File: src/rtl/serdes_prbs31_checker_pkg.sv
// Shared constants and state encoding for the PRBS31 (x^31 + x^28 + 1) block checker.
package serdes_prbs31_checker_pkg;

    // Feedback taps into the history register (hist[0] is the newest bit).
    localparam int unsigned PRBS31_TAP_A = 27;
    localparam int unsigned PRBS31_TAP_B = 30;

    // One 64b/66b block: 2 header bits followed by 64 payload bits.
    localparam int unsigned BLOCK_BITS = 66;
    localparam int unsigned HIST_BITS  = 31;
    localparam int unsigned ERR_BITS_W = 7;

    typedef enum logic {
        CHK_SEEK   = 1'b0,
        CHK_LOCKED = 1'b1
    } chk_state_e;

endpackage

File: src/rtl/prbs31_block_check.sv
// Combinational PRBS31 self-synchronising check of one 66-bit block.
// Each received bit is compared against the prediction from the history, then shifted
// into the history before the next bit is checked. Also reused by the TX generator bench.
module prbs31_block_check
    import serdes_prbs31_checker_pkg::*;
(
    input  logic [HIST_BITS-1:0]  hist_in,
    input  logic [BLOCK_BITS-1:0] bits,
    output logic [HIST_BITS-1:0]  hist_out,
    output logic [ERR_BITS_W-1:0] err_bits
);

    logic [HIST_BITS-1:0] h;
    logic                 e;

    // Walk the block in serial order, accumulating the popcount of error bits.
    always_comb begin
        h        = hist_in;
        e        = 1'b0;
        err_bits = '0;
        for (int i = 0; i < BLOCK_BITS; i++) begin
            e        = bits[i] ^ h[PRBS31_TAP_A] ^ h[PRBS31_TAP_B];
            err_bits = err_bits + ERR_BITS_W'(e);
            h        = {h[HIST_BITS-2:0], bits[i]};
        end
        hist_out = h;
    end

endmodule

File: config.mk
export PLATFORM = sky130hd
export DESIGN_NAME = prbs31_block_check
export DESIGN_NICKNAME = d
export VERILOG_FILES = /design/src/rtl/serdes_prbs31_checker_pkg.sv /design/src/rtl/prbs31_block_check.sv
export SDC_FILE = /design/constraint.sdc
export NUM_CORES = 1
export LEC_CHECK = 0
export CAP_MARGIN = 20
export CORE_MARGIN = 8
export CORE_UTILIZATION = 55
export DETAILED_ROUTE_END_ITERATION = 7
export DONT_BUFFER_PORTS = 1
export PLACE_DENSITY = 0.76
export SLEW_MARGIN = 40
export SYNTH_ARGS = -nofsm -noshare
export SYNTH_HDL_FRONTEND = slang
export SYNTH_SLANG_ARGS = --single-unit
File: constraint.sdc
create_clock -name vclk -period 19.23
set_input_delay 2.8845 -clock vclk [all_inputs]
set_output_delay 2.8845 -clock vclk [all_outputs]
set_load 0.005 [all_outputs]
==> out/metrics.yaml <==
status: "complete, no violations"
start_util: 0.562
post-route-period-util: 0.603
synth.avg_cell_area_sq_um: 9.79
numPortBuffers: 0
ios: 135
clockBufferCount: 0
synth.yosys.seq_area_share: 0
required_ns: 16.35
synthCells: 312
crit_top_cell: "fa_1"
hold_path_class: "input pin to output port"
min-delay-start: "bits[51]"
cts_resized: 0
max_slew.worst_pin.slew_ns: 0.294
fmax_mhz: 86.3
fin_ws_ns: 7.64
synth_top_cell_by_area: "fa_1"
critPathMaxStageDelay_ns: 0.54
worstPathMaxFanout: 3
overflow: 0
hpwl_um: 6610
core-area_sq_mm: 0.00544
grt_max_degree: 6
critPathArrivalTime_ns: 8.70
dieArea_sq_mm: 0.00820
synth-warning-count: 0
critical_path.top_delay_family: "adder cells"
grt_pass1_vias: 2044
synth_area_sq_mm: 0.00306
grt_util_all_layers: 0.169
drv_cap: 0
finalSetupViolations: 0
rsz0062_at_grt: "false"
syn_nets: 481
hold_end: "hist_out[14]"
yosys.area.top_type_share: 0.367
critPathBufInv: 6
finalSetupTns_ns: 0
n_sequential_cell: 0
die_w_um: 90.5
dpl_worst_slack_ns: 7.63
rows: 27
cts_setup_buffers: 0
vias: 1698
relSlewSlack: 0.803
first_iter_violations: 37
startpoint_type: "input pin"
wl_um: 6720
wl_per_cell_um: 19.0
place_congestion: 0.960
antenna_found_initial: 0
synth_area_leaders: "fa_1, xnor2_1, xor2_1"
yosysUniqueCellTypes: 18
die_h_um: 90.5
final_common_cell: "xnor2_1"
grt_pass1_wl_um: 11100
dr.pass1.iters: 4
criticalPathCategory: "input pin to output port"
nets: 452
min_path_cells: 0
antenna-diode-count: 0
register_area_sq_um: 0
crit_chain: "xor2_1, xnor2_1, fa_1, inv_1, fa_1, inv_1, fa_1, inv_1, fa_1, inv_1, fa_1, fa_1, fa_1, fa_1, inv_1, ha_1, inv_1, fa_1, nor2b_1, o31a_1, o21ai_1, nand2b_1"
final_antenna_net_count: 0
cpMaxStageDelayCell: "fa_1"
drv_slew: 0
via_per_inst: 4.81
period_minus_slack_ns: 11.59
syn_to_final_growth_pct: -4.67
final_cell_mix: "xnor2_1, inv_1, fa_1, xor2_1, ha_1"
hold_violations: 0
fillers: 498
hold_slack_ns: 5.77
cts_hold_buf: 0
drive_gt1_frac: 0.00712
drc: 0
endpoint_kind: "output port"
finish.utilization: 0.536
-- metal layers --
metal  vias up  share of wire  routed length, um  track usage
li1        811              -                  -            -
met1       832           0.34               2300        0.185
met2        51           0.57               3820        0.323
met3         4          0.079                528       0.0449
met4         0          0.011                 72       0.0153
met5         -              0                  0            0
-- final cells by class --
| type | count | area (sq um) | area share |
|---|---|---|---|
| Inverter | 60 | 225 | 0.0773 |
| Multi-Input combinational cell | 221 | 2600 | 0.892 |
| Tap cell | 72 | 90.1 | 0.0309 |
-- synth_stat cells --
cell type	number
xnor2_1	81
inv_1	60
fa_1	56
xor2_1	54
buf_4	31
ha_1	16
a21oi_1	2
o21ai_1	2
a211oi_2	1
a21o_1	1
a21oi_2	1
nand2b_1	1
nor2_1	1
nor2b_1	1
o21a_1	1
o21ai_0	1
o21bai_1	1
o31a_1	1
-- logic make-up after synthesis --
kind of cell | after synthesis | synth area share
simple gates | 3 | 0.00532
fa+ha+maj | 72 | 0.432
xor+xnor | 135 | 0.387
buf+inv | 91 | 0.150
compound gates | 11 | 0.0254
-- how the worst max path moves through the flow --
stage / from / end / depth (start not counted)
after floorplan: bits[3] / err_bits[6] / 22
after global placement: bits[3] / err_bits[6] / 22
after detailed placement: bits[3] / err_bits[4] / 21
after CTS: bits[3] / err_bits[4] / 21
after global routing: bits[4] / err_bits[4] / 20
final: bits[3] / err_bits[6] / 22
-- through the flow --
step	instances	instance area [sq um]
floorplan	312	3060
global placement	353	2910
detailed placement	353	2910
CTS	353	2910
global route	353	2910
finish	353	2910
Power is left out: the tool's default activity adds up to more than one toggle a clock period on the data nets, which glitch-free logic cannot reach.
